<file path="config.mk">
export PLATFORM = sky130hd
export DESIGN_NAME = data_arith_extend_sched
export DESIGN_NICKNAME = d
export VERILOG_FILES = /design/src/rtl/data_arith_extend_sched_pkg.sv /design/src/rtl/data_control_rr_pick.sv /design/src/rtl/data_arith_extend_sched.sv
export SDC_FILE = /design/constraint.sdc
export NUM_CORES = 1
export LEC_CHECK = 0
export CORE_AREA = 2 2 79 81
export CTS_BUF_LIST = sky130_fd_sc_hd__clkbuf_16
export CTS_CLUSTER_DIAMETER = 200
export DETAILED_ROUTE_END_ITERATION = 12
export DIE_AREA = 0 0 81 83
export DONT_BUFFER_PORTS = 1
export PLACE_DENSITY_LB_ADDON = 0.12
export SLEW_MARGIN = 30
export SYNTH_ARGS = -nofsm -noshare
export SYNTH_HDL_FRONTEND = slang
export SYNTH_HIERARCHICAL = 1
export SYNTH_SLANG_ARGS = --single-unit
export TNS_END_PERCENT = 1
</file>
<file path="constraint.sdc">
create_clock -name clk -period 4.6 [get_ports clk]
set_input_delay 0.69 -clock clk [delete_from_list [all_inputs] [get_ports clk]]
set_output_delay 0.69 -clock clk [all_outputs]
set_load 0.02 [all_outputs]
</file>
<file path="src/rtl/data_arith_extend_sched_pkg.sv">
// Shared types for the extension-lane scheduler and its round-robin picker.
package data_arith_extend_sched_pkg;

  typedef enum logic {
    EXT_ZERO = 1'b0,
    EXT_SIGN = 1'b1
  } ext_mode_e;

  typedef enum logic {
    ST_EMPTY = 1'b0,
    ST_FULL  = 1'b1
  } sched_state_e;

  // Index width for n requesters; at least one bit so a single requester still has an id.
  function automatic int unsigned id_width(input int unsigned n);
    return (n > 1) ? $clog2(n) : 1;
  endfunction

endpackage

</file>
<file path="src/rtl/data_control_rr_pick.sv">
// Combinational round-robin picker: first set request at or after ptr, wrapping mod N.
module data_control_rr_pick
  import data_arith_extend_sched_pkg::*;
#(
  parameter int unsigned N = 4
) (
  input  logic [N-1:0]            req,
  input  logic [id_width(N)-1:0]  ptr,
  output logic [N-1:0]            grant,
  output logic [id_width(N)-1:0]  idx,
  output logic                    any
);

  localparam int unsigned ID_W = id_width(N);

  int unsigned pos;
  logic [ID_W-1:0] pos_idx;

  always_comb begin
    grant   = '0;
    idx     = '0;
    any     = 1'b0;
    pos     = 0;
    pos_idx = '0;
    for (int unsigned k = 0; k < N; k++) begin
      pos     = (32'(ptr) + k) % N;
      pos_idx = ID_W'(pos);
      if (!any && req[pos_idx]) begin
        grant[pos_idx] = 1'b1;
        idx            = pos_idx;
        any            = 1'b1;
      end
    end
  end

endmodule

</file>
<file path="src/rtl/data_arith_extend_sched.sv">
// Round-robin shared sign/zero-extension lane with a one-entry registered output stage.
module data_arith_extend_sched
  import data_arith_extend_sched_pkg::*;
#(
  parameter int unsigned REQ_N = 4,
  parameter int unsigned IN_W  = 16,
  parameter int unsigned OUT_W = 32
) (
  input  logic                          clk,
  input  logic                          rst,
  input  logic [REQ_N-1:0]              req_valid,
  output logic [REQ_N-1:0]              req_ready,
  input  logic [REQ_N*IN_W-1:0]         req_data,
  input  logic [REQ_N-1:0]              req_signed,
  output logic                          out_valid,
  input  logic                          out_ready,
  output logic [OUT_W-1:0]              out_data,
  output logic [id_width(REQ_N)-1:0]    out_id
);

  localparam int unsigned ID_W = id_width(REQ_N);

  if (OUT_W < IN_W) begin : g_bad_width
    $error("data_arith_extend_sched: OUT_W must be >= IN_W");
  end

  sched_state_e     state_q, state_d;
  logic [ID_W-1:0]  ptr_q, ptr_d;
  logic [OUT_W-1:0] out_data_q, out_data_d;
  logic [ID_W-1:0]  out_id_q, out_id_d;

  logic [REQ_N-1:0] pick_grant;
  logic [ID_W-1:0]  pick_idx;
  logic             pick_any;
  logic             can_accept;

  logic [IN_W-1:0]  req_arr [REQ_N];
  logic [IN_W-1:0]  sel_data;
  logic             sel_signed;
  logic [OUT_W-1:0] ext_data;

  for (genvar i = 0; i < REQ_N; i++) begin : g_unpack
    assign req_arr[i] = req_data[i*IN_W +: IN_W];
  end

  data_control_rr_pick #(.N(REQ_N)) u_pick (
    .req   (req_valid),
    .ptr   (ptr_q),
    .grant (pick_grant),
    .idx   (pick_idx),
    .any   (pick_any)
  );

  // Datapath: mux the granted operand, then extend it; off the req_ready path.
  assign sel_data   = req_arr[pick_idx];
  assign sel_signed = (ext_mode_e'(req_signed[pick_idx]) == EXT_SIGN);

  if (OUT_W == IN_W) begin : g_pass
    assign ext_data = sel_data;
  end else begin : g_ext
    localparam int unsigned EXT_W = OUT_W - IN_W;
    assign ext_data = {{EXT_W{sel_signed & sel_data[IN_W-1]}}, sel_data};
  end

  // State register.
  always_ff @(posedge clk) begin
    if (rst) begin
      state_q    <= ST_EMPTY;
      ptr_q      <= '0;
      out_data_q <= '0;
      out_id_q   <= '0;
    end else begin
      state_q    <= state_d;
      ptr_q      <= ptr_d;
      out_data_q <= out_data_d;
      out_id_q   <= out_id_d;
    end
  end

  // Next state: refill whenever the slot is empty or draining this cycle.
  always_comb begin
    state_d    = state_q;
    ptr_d      = ptr_q;
    out_data_d = out_data_q;
    out_id_d   = out_id_q;
    req_ready  = '0;
    can_accept = (state_q == ST_EMPTY) || out_ready;

    if (!rst && can_accept && pick_any) begin
      req_ready  = pick_grant;
      state_d    = ST_FULL;
      out_data_d = ext_data;
      out_id_d   = pick_idx;
      ptr_d      = ID_W'((32'(pick_idx) + 1) % REQ_N);
    end else if (state_q == ST_FULL && out_ready) begin
      state_d = ST_EMPTY;
    end
  end

  assign out_valid = (state_q == ST_FULL);
  assign out_data  = out_data_q;
  assign out_id    = out_id_q;

endmodule

</file>
Yosys cells after proc, flatten, opt, wreduce, memory -nomap -nowiden
Cells that the tools add are included.
{"block": "word_totals", "ff_bits": 22, "latch_bits": 0, "ramBits": 0, "mem_bits_ro": 0, "inputBits": 75, "output_inout_bits": 39, "n_memories": 0}
{"block": "op_classes", "add_sub_neg": 4, "n_mul": 0, "div_mod_pow": 0, "order_cmp": 10, "n_eq_ne": 0, "shift": 0, "mux": 36, "n_bitwise": 6, "n_reduce_logical": 16}
{"op": "binary-select mux 16 bit (select 2 bit)", "count": 1}
{"op": "two-way mux 16 bit", "count": 2}
{"op": "two-way mux 4 bit", "count": 5}
{"op": "< comparator 2 x 3 -> 1 bit, second input constant", "count": 5}
{"op": "two-way mux 1 bit", "count": 15}
{"op": "bitwise OR 4 bit", "count": 3}
{"op": "binary-select mux 1 bit (select 2 bit)", "count": 5}
{"op": "logical AND 1 bit", "count": 10}
{"op": "demux 1 bit (select 2 bit)", "count": 4}
{"op": "greater-or-equal comparator 2 x 1 -> 1 bit, second input constant", "count": 4}
{"op": "two-way mux 2 bit", "count": 4}
{"op": "adder 2 x 1 -> 2 bit, second input constant", "count": 2}
{"op": "adder 2 bit, second input constant", "count": 2}
{"op": "zero test 1 bit", "count": 4}
{"op": "greater-or-equal comparator 3 bit, second input constant", "count": 1}
{"op": "NOT 2 -> 3 bit", "count": 1}
{"op": "nonzero test 2 bit", "count": 1}
{"op": "bitwise AND 1 bit", "count": 1}
{"op": "logical OR 1 bit", "count": 1}
{"op": "NOT 1 bit", "count": 1}

Logic depth before layout (Yosys ltp)
Gate-level depths: netlist (run 1).
{"block": "depth", "depth_word": 17, "ltp_mapped": 12, "ltp_nobuf": 9}

Modules after synthesis
Netlist (run 1), hierarchy kept.
{"mod": "data_arith_extend_sched", "instances": 1, "cells_each": 102, "area_each_um2": 1292.5, "seq_area_each_um2": 440.4}
{"mod": "data_control_rr_pick", "instances": 1, "cells_each": 45, "area_each_um2": 421.7, "seq_area_each_um2": 0.0}

Worst setup path after synthesis (run 1)
OpenSTA, ideal clock, no wires.
{"block": "synth_path", "kind": "in2reg", "start": "in req_valid[3]", "end": "reg out_data_q[0], in the netlist out_data[0]", "t_arrival_ps": 2789, "required_time_ps": 4483, "slack_ps": 1695, "stages": 6, "cell_sequence": "mux4_2 clkbuf_1 o31ai_1 buf_6 mux4_2 a22o_1"}
{"block": "synth_via", "elab_chain_len": 16, "elab_cells_between_ends": 27, "classes_between": "mux: 19; bitwise: 1; reduce/logical: 7"}
{"item": "start: declaration", "line": "data_arith_extend_sched.sv:11", "text": "input logic [REQ_N-1:0] req_valid,"}
{"item": "binary-select mux 1 bit (select 2 bit)", "line": "data_control_rr_pick.sv:28", "text": "if (!any && req[pos_idx]) begin"}
{"item": "two-way mux 1 bit (implied by the code)", "line": "data_control_rr_pick.sv:28"}
{"item": "two-way mux 1 bit", "line": "data_control_rr_pick.sv:28"}
{"item": "zero test 1 bit", "line": "data_control_rr_pick.sv:28"}
{"item": "logical AND 1 bit", "line": "data_control_rr_pick.sv:28"}
{"item": "two-way mux 1 bit", "line": "data_control_rr_pick.sv:28"}
{"item": "zero test 1 bit", "line": "data_control_rr_pick.sv:28"}
{"item": "logical AND 1 bit", "line": "data_control_rr_pick.sv:28"}
{"item": "two-way mux 1 bit", "line": "data_control_rr_pick.sv:28"}
{"item": "zero test 1 bit", "line": "data_control_rr_pick.sv:28"}
{"item": "logical AND 1 bit", "line": "data_control_rr_pick.sv:28"}
{"item": "two-way mux 2 bit *", "line": "data_control_rr_pick.sv:28"}
{"item": "via pick_idx[0]", "line": "data_arith_extend_sched.sv:33", "text": "logic [ID_W-1:0] pick_idx;"}
{"item": "NOT 2 -> 3 bit (implied by the code) *", "line": "data_arith_extend_sched.sv:55", "text": "assign sel_data = req_arr[pick_idx];"}
{"item": "binary-select mux 16 bit (select 2 bit) *", "line": "data_arith_extend_sched.sv:55"}
{"item": "two-way mux 16 bit (implied by the code) * (2 in series)", "line": "data_arith_extend_sched.sv:55"}
{"item": "end signal: assignment", "line": "data_arith_extend_sched.sv:75", "text": "out_data_q <= out_data_d;"}
{"item": "end: declaration", "line": "data_arith_extend_sched.sv:29", "text": "logic [OUT_W-1:0] out_data_q, out_data_d;"}
The timed path passes the listed nets; every way through them passes the cells marked *. The select of a mux whose other input is x is not followed.
A chain may end at the register's enable or synchronous reset.

Worst setup path after layout (run 1)
{"block": "layout_path", "start": "reg ptr_q[0]", "end": "out req_ready[0]"}
{"block": "layout_via", "elab_chain_len": 14, "elab_cells_between_ends": 50, "classes_between": "add/sub: 3; order compare: 8; mux: 25; bitwise: 3; reduce/logical: 11"}
{"item": "start: declaration", "line": "data_arith_extend_sched.sv:28", "text": "logic [ID_W-1:0] ptr_q, ptr_d;"}
{"item": "start signal: assignment", "line": "data_arith_extend_sched.sv:74", "text": "ptr_q <= ptr_d;"}
{"item": "parallel branches: the longest is 11 deep, another holds adder 2 x 1 -> 2 bit"}
{"item": "two-way mux 1 bit *", "line": "data_control_rr_pick.sv:28"}
{"item": "via pick_any", "line": "data_arith_extend_sched.sv:34", "text": "logic pick_any;"}
{"item": "logical AND 1 bit *", "line": "data_arith_extend_sched.sv:89", "text": "if (!rst && can_accept && pick_any) begin"}
{"item": "two-way mux 4 bit *", "line": "data_arith_extend_sched.sv:89"}
{"item": "end: declaration", "line": "data_arith_extend_sched.sv:12", "text": "output logic [REQ_N-1:0] req_ready,"}
Mark *: on every way through the listed nets, which the timed path passes. The select of a mux whose other input is x is not followed.

==> summary.md, run 1 <==
| Metric | Value |
|---|---|
| Run status | `completed` |
| Wire length of the first global-routing pass | `6354 microns` |
| Most numerous cell in the Yosys netlist | `dfxtp_1` |
| Clock tree from TritonCTS | `built` |
| Synthesized net count | `approximately 230` |
| Die X-Extent | `81 microns` |
| Switching Power | `about 650 uW` |
| Share of the synthesized area in the top cell type | `0.2569` |
| Synth-to-layout area growth | `2.920%` |
| Number of synthesized register bits | `22` |
| Top cell type by total area after synthesis | `dfxtp_1` |
| Count of buffers inserted at the top-level ports | `0` |
| Required time at the worst-slack endpoint | `3.91 ns` |
| Area of the die | `between 6000 and 7000 sq um` |
| Yosys warnings | `6` |
| DIE HEIGHT | `83 microns` |
| Simple-Gate Fraction of Synth Area | `0.1051` |
| CTS Root Buffer Type | `clkbuf_16` |
| Proportion of power drawn by combinational gates | `0.539` |
| Total number of vias | `about 1.2k` |
| Worst path max stage delay | `0.72 ns` |
| Standard-cell rows | `28` |
| Number of optimization iterations in the first detailed-route pass | `4` |
| Combined buffer and inverter count along the critical path | `1` |
| Std-Cell Core Area | `between 5000 and 6000 sq um` |
| Clock sink count | `22` |
| Highest ir drop seen on vdd | `0.3584 mV` |
| Count of instances resized after the clock tree is built | `0` |
| Final net count | `210` |
| Number of enable-type register cells in the synthesized netlist | `0` |
| Startpoint of the most critical hold path | `rst` |
| Clock power share | `0.148` |
| Worst hold-check path type | `input pin to register` |
| Final worst clock skew | `approximately 0.0012 ns` |
| Cell Area, Synth | `about 1700 sq um` |
| Final cycle utilization of the critical path | `0.8116` |
| Number of failing setup endpoints in the final timing report | `0` |
| Initial drt markers | `36` |
| Reported max-cap violation count | `0` |
| Cell-by-cell listing of the critical path | `inv_1 > ha_1 > mux4_2 > nor3_1 > nand2b_1 > and2b_1 > and3_1` |
| Share of cell area taken by muxes after synthesis | `0.2876` |
| R2r worst-path depth | `9` |
| Share of async-settable or async-resettable flops after synthesis | `0` |
| Xor-xnor portion of the synthesized cell area | `0.005109` |
| Standard cell with the maximum stage delay on the critical path | `dfxtp_1` |
| Top delay family on crit path | `simple AND/OR/NAND/NOR gates` |
| Cts bufs inserted | `3` |
| Routed wire per std cell | `approximately 21 microns` |
| Fraction of power spent switching nets | `0.4379` |
| Clock latency on the worst-skew pair | `between 0.2 and 0.3 ns` |
| Main synth FF type | `dfxtp_1` |
| Number of DRC violations after detailed routing | `0` |
| Number of vias per cell | `5.789` |
| Launch point of the worst reg-to-reg path | `ptr_q[0]` |
| Static Leakage | `roughly 0.64 nW` |
| Final wirelength | `4247 microns` |
| Adder-cell area share of the yosys netlist | `0.03650` |
| Maximum achievable frequency | `approximately 270 MHz` |
| Routability-driven placement congestion ratio | `roughly 0.8` |
| Number of antenna violations at the first check in global routing | `0` |
| Post-CTS Hold Fix Bufs | `0` |
| Total global routing overflow | `0` |
| Worst EP arrival | `3.04 ns` |
| Fraction of final layout cells sized beyond drive strength 1 | `0.2403` |
| Diodes inserted | `0` |
| Synth area leaders | `dfxtp_1, mux4_2, a22o_1, buf_4, mux4_1` |
| Depth of the CTS H-tree | `1` |
| Critical path launch point type | `register` |
| Max FO, Critical Path | `14` |
| Number of placed I/O pins | `roughly 110` |
| Synth cell types | `38` |
| Overall Global Routing Usage | `0.1194` |
| Dominant combinational cell family by area after synthesis | `multiplexers` |
| Start-to-end type of the worst setup path | `register to output pin` |
| Number of buffers added for setup after CTS | `0` |
| Mean area per synthesized cell | `~12 sq um` |
| Final period demand of the worst path | `roughly 3.7 ns` |
| Power share of the sequential group | `0.312` |
| Antenna-violating nets left | `0` |
| Reg clk slew, reported paths | `approximately 0.06 ns` |
| Starting density of the core | `0.2948` |
| Part of the Yosys area used for sequential elements | `0.2569` |
| Largest net degree at the start of global routing | `20` |
| Maximum number of buffers from clock root to sink | `2` |
| Leading post-synthesis cells by instance count | `dfxtp_1, a22o_1, mux4_2` |
| Fin. max-slew vios | `0` |
| Post-route setup TNS | `0 ns` |
| DPL Wire Length | `roughly 3300 microns` |
| Complex-gate fraction of the synthesized area | `0.1949` |
| P_int | `approximately 840 uW` |
| Hold Violations, Final | `0` |
| Tightest hold margin | `between 0.4 and 0.5 ns` |
| Worst Hold Endpoint | `out_data[15]` |
| Power density over cell area | `approximately 840 nW/um^2` |
| Number of cells produced by synthesis | `147` |
| Setup crit end kind | `output pin` |
| Setup repair after global routing missed its margin | `no` |
| Capturing point of the worst reg2reg path | `out_data[14]` |
| Vias in the first global route | `approximately 1.3k` |
| Reg2Reg Setup Slack | `just over 0.9 ns` |
| Worst Hold Depth | `1` |
| Worst-Margin Slew | `roughly 0.91 ns` |
| Worst slew margin relative to its limit | `0.3952` |
## worst max-delay path by stage
stage / end / start / slack, ns / cells past startpoint
floorplan: out_data[0] / req_valid[3] / 1.69 / 6
global placement: out_data[14] / ptr_q[0] / 1.03 / 9
detailed placement: out_data[14] / ptr_q[0] / 0.88 / 9
CTS: out_data[14] / ptr_q[0] / 0.90 / 9
global route: out_data[14] / ptr_q[0] / 0.66 / 9
finish: req_ready[0] / ptr_q[0] / 0.87 / 7
## per-stage QoR
step	cell area [sq um]	std cells	utilization	total power [mW]	setup slack [ns]
2_1_floorplan	1714	147	-	1.209	1.695
5_1_grt	1764	204	0.3034	1.598	0.6577
6_report	1764	204	0.3034	1.489	0.8668
4_1_cts	1757	204	0.3021	1.508	0.9019
3_5_place_dp	1657	200	0.2849	1.279	0.8833
3_3_place_gp	1657	200	0.2849	1.257	1.031
## flip-flops by register name (all words and copies together), names as in the netlist
| register | flops |
|---|---|
| out_data | 17 |
| out_id | 2 |
| ptr_q | 2 |
| out_valid | 1 |
## layout make-up
type	instances	area [sq um]
repair buffers	2	15.01
flip-flops and latches	22	444.2
inverters	3	11.26
clock buffers	4	100.1
fillers	627	4051
well taps	75	93.84
multi-input cells	98	1100
## kinds of logic (layout without fill, tap and decap cells)
logic type / after synthesis / after routing
AOI/OAI and AO/OA: 43 / 43
xor gates and xnor gates: 1 / 1
adders and majority gates: 5 / 5
buffers and inverters: 27 / 9
DFF: 22 / 22
muxes: 23 / 23
and+or+nand+nor: 26 / 26
## metal layers
layer / global-route usage / vias up / wire length, microns
met5: 0 / - / 0
met4: 0.03082 / 0 / 25
met3: 0.02609 / 2 / 378
met2: 0.2059 / 57 / 2136
met1: 0.1484 / 572 / 1707
li1: - / 550 / -
## layout by cell type, fill, tap and decap left out, drive strengths merged, types with 2 or more instances in the layout
| cell | netlist | layout |
|---|---|---|
| nor2 | 6 | 6 |
| a22o | 17 | 17 |
| buf | 23 | 2 |
| inv | 3 | 3 |
| and3 | 4 | 4 |
| o21ai | 6 | 6 |
| nand3 | 2 | 2 |
| nand2b | 4 | 4 |
| and2b | 3 | 3 |
| ha | 5 | 5 |
| mux2i | 2 | 2 |
| a22oi | 8 | 8 |
| a32o | 2 | 2 |
| o211ai | 2 | 2 |
| mux4 | 20 | 20 |
| nor3 | 2 | 2 |
| a21oi | 3 | 3 |
| clkbuf | 1 | 4 |
| dfxtp | 22 | 22 |
## power groups by stage
| stage | logic [mW] | registers [mW] | clock network (mW) |
|---|---|---|---|
| after floorplan | 0.822 | 0.387 | 0 |
| after global placement | 0.788 | 0.470 | 0 |
| after detailed placement | 0.807 | 0.472 | 0 |
| after CTS | 0.812 | 0.468 | 0.228 |
| after global routing | 0.882 | 0.482 | 0.234 |
| final | 0.803 | 0.465 | 0.221 |
Note: power is estimated with default switching activity, not from simulation.
==> run 2: changes to the inputs <==
==> constraint.sdc (replaced) <==
create_clock -name clk -period 3.2 [get_ports clk]
set_input_delay 0.48 -clock clk [delete_from_list [all_inputs] [get_ports clk]]
set_output_delay 0.48 -clock clk [all_outputs]
set_load 0.02 [all_outputs]
==> run 2 against run 1 <==
Compared with the run above: die area unchanged; via count grew 3.3%; critical path depth is 1 higher; final cell count increased by 2.5%; largest cell class unchanged; critical path type is now register to register; flip-flop and latch count unchanged.
==> summary.md, run 2 (synthesis gave the netlist of run 1 again) <==
| Metric | Value |
|---|---|
| Run status | `completed` |
| Combined buffer and inverter count along the critical path | `2 (+1)` |
| Top delay family on crit path | `multiplexers` |
| DPL Wire Length | `3484 microns (+4.6%)` |
| Tightest hold margin | `0.2901 ns (-0.2092 ns)` |
| Largest net degree at the start of global routing | `22 (+10%)` |
| Initial drt markers | `54 (+50%)` |
| FF+latch area | `444.2 sq um (unchanged)` |
| Number of antenna violations at the first check in global routing | `0 (unchanged)` |
| Cts bufs inserted | `3 (unchanged)` |
| Worst hold-check path type | `input pin to register` |
| Wire length of the first global-routing pass | `6727 microns (+5.9%)` |
| Maximum number of buffers from clock root to sink | `2 (unchanged)` |
| Diodes inserted | `0 (unchanged)` |
| Final worst clock skew | `0.002215 ns (+0.001014 ns)` |
| Number of optimization iterations in the first detailed-route pass | `4 (unchanged)` |
| Max FO, Critical Path | `21 (+7)` |
| Maximum achievable frequency | `roughly 330 MHz` |
| Depth of the CTS H-tree | `1 (unchanged)` |
| Overall Global Routing Usage | `0.1263 (+0.006934)` |
| Highest ir drop seen on vdd | `0.3999 mV (+12%)` |
| CTS Root Buffer Type | `clkbuf_16` |
| Antenna-violating nets left | `0 (unchanged)` |
| Final net count | `215 (+2.4%)` |
| Cell-by-cell listing of the critical path | `buf_4 > mux4_1 > and2b_2 > o21ai_0 > o31ai_4 > buf_4 > mux4_1 > a22o_1` |
| Post-CTS Hold Fix Bufs | `0 (unchanged)` |
| Worst path max stage delay | `0.70 ns (-0.02 ns)` |
| Post-route total power | `2.190 mW (+47%)` |
| DIE HEIGHT | `83 microns (unchanged)` |
| Static Leakage | `0.6614 nW (+4.0%)` |
| Total global routing overflow | `0 (unchanged)` |
| Power density over cell area | `1217 nW/um^2 (+44%)` |
| Clock tree from TritonCTS | `built` |
| Number of failing setup endpoints in the final timing report | `0 (unchanged)` |
| Final cycle utilization of the critical path | `0.9432` |
| Starting density of the core | `0.2948 (unchanged)` |
| Worst slew margin relative to its limit | `0.3970 (+0.001754)` |
| Die X-Extent | `81 microns (unchanged)` |
| Area of the die | `6723 sq um (unchanged)` |
| Final period demand of the worst path | `just over 3 ns` |
| Std-Cell Core Area | `5816 sq um (unchanged)` |
| Fraction of final layout cells sized beyond drive strength 1 | `0.2761 (+0.03581)` |
| Synth-to-layout area growth | `4.964%` |
| Number of buffers added for setup after CTS | `0 (unchanged)` |
| Post-route setup TNS | `0 ns (unchanged)` |
| Total number of vias | `1220 (+3.3%)` |
| Most used cells in the layout excluding fill and tap cells | `dfxtp_1, a22o_1, mux4_2` |
| Number of vias per cell | `5.837 (+0.83%)` |
| Number of flip-flops in the largest register | `17 (unchanged)` |
| Number of DRC violations after detailed routing | `0 (unchanged)` |
| Clock sink count | `22 (unchanged)` |
| Multi-input logic area | `1097 sq um (-0.23%)` |
| Reported max-cap violation count | `0 (unchanged)` |
| Reg clk slew, reported paths | `0.06 ns (about the same)` |
| Number of placed I/O pins | `114 (unchanged)` |
| Start-to-end type of the worst setup path | `register to register` |
| Most frequent standard cell in the layout excluding fill and tap cells | `dfxtp_1` |
| Standard cell with the maximum stage delay on the critical path | `mux4_1` |
| Routed wire per std cell | `20.97 microns (+0.73%)` |
| Count of buffers inserted at the top-level ports | `0 (unchanged)` |
| Setup crit end kind | `register` |
| Worst-Margin Slew | `0.9046 ns (-0.002632 ns)` |
| Critical path launch point type | `register` |
| Hold Violations, Final | `0 (unchanged)` |
| Vias in the first global route | `1319 (+5.1%)` |
| Cell total after placement | `205 (+2.5%)` |
| Setup repair after global routing missed its margin | `no` |
| Required time at the worst-slack endpoint | `3.35 ns (-0.56 ns)` |
| Routability-driven placement congestion ratio | `0.8641 (+8.7%)` |
| Worst EP arrival | `3.17 ns (+0.13 ns)` |
| Final wirelength | `4383 microns (+3.2%)` |
| Final instance count without filler cells | `209 (+2.5%)` |
| Clock latency on the worst-skew pair | `0.25 ns (about the same)` |
| Standard-cell rows | `28 (unchanged)` |
| Fin. max-slew vios | `0 (unchanged)` |
| Layout fillers | `620 (-1.1%)` |
## run 2: through the flow
step | setup WS [ns] | area, sq um | utilization
detailed placement | 0.2064 | 1694 | 0.2913
global placement | 0.2785 | 1694 | 0.2913
finish | 0.1817 | 1799 | 0.3094
global route | 0.01231 | 1799 | 0.3094
floorplan | 0.3366 | 1714 | -
CTS | 0.1273 | 1794 | 0.3085
## run 2: power breakdown
| part | switching, mW | internal (mW) | total [mW] |
|---|---|---|---|
| Sequential | 0.256 | 0.378 | 0.635 |
| Clock | 0.101 | 0.217 | 0.318 |
| Combinational | 0.596 | 0.641 | 1.24 |
| Total | 0.954 | 1.24 | 2.19 |
## run 2: final cells by class
type                    instances  share of cell area
inverters                       3            0.006259
well taps                      75             0.05216
clock buffers                   4             0.05563
repair buffers                  7             0.02921
multi-input cells              98              0.6099
flip-flops and latches         22              0.2469
## run 2: worst paths after layout
kind	from	endpoint	slack [ns]	cells past startpoint
max	ptr_q[1]	out_data[14]	0.18	8
min	rst	out_data[15]	0.29	1
max reg2reg	ptr_q[1]	out_data[14]	0.18	8
min reg2reg	ptr_q[1]	ptr_q[1]	0.54	2
## run 2: layer usage
layer	vias up	global-route usage	wire [microns]
li1	552	-	-
met1	598	0.1580	1693
met2	64	0.2149	2206
met3	6	0.03043	433
met4	0	0.03236	50
met5	-	0	0
## run 2: repair_timing
item | CTS | global route
hold endpoints to repair | 0 | 0
gates resized for setup | 0 | 1
endpoints found under the setup margin | 0 | 4
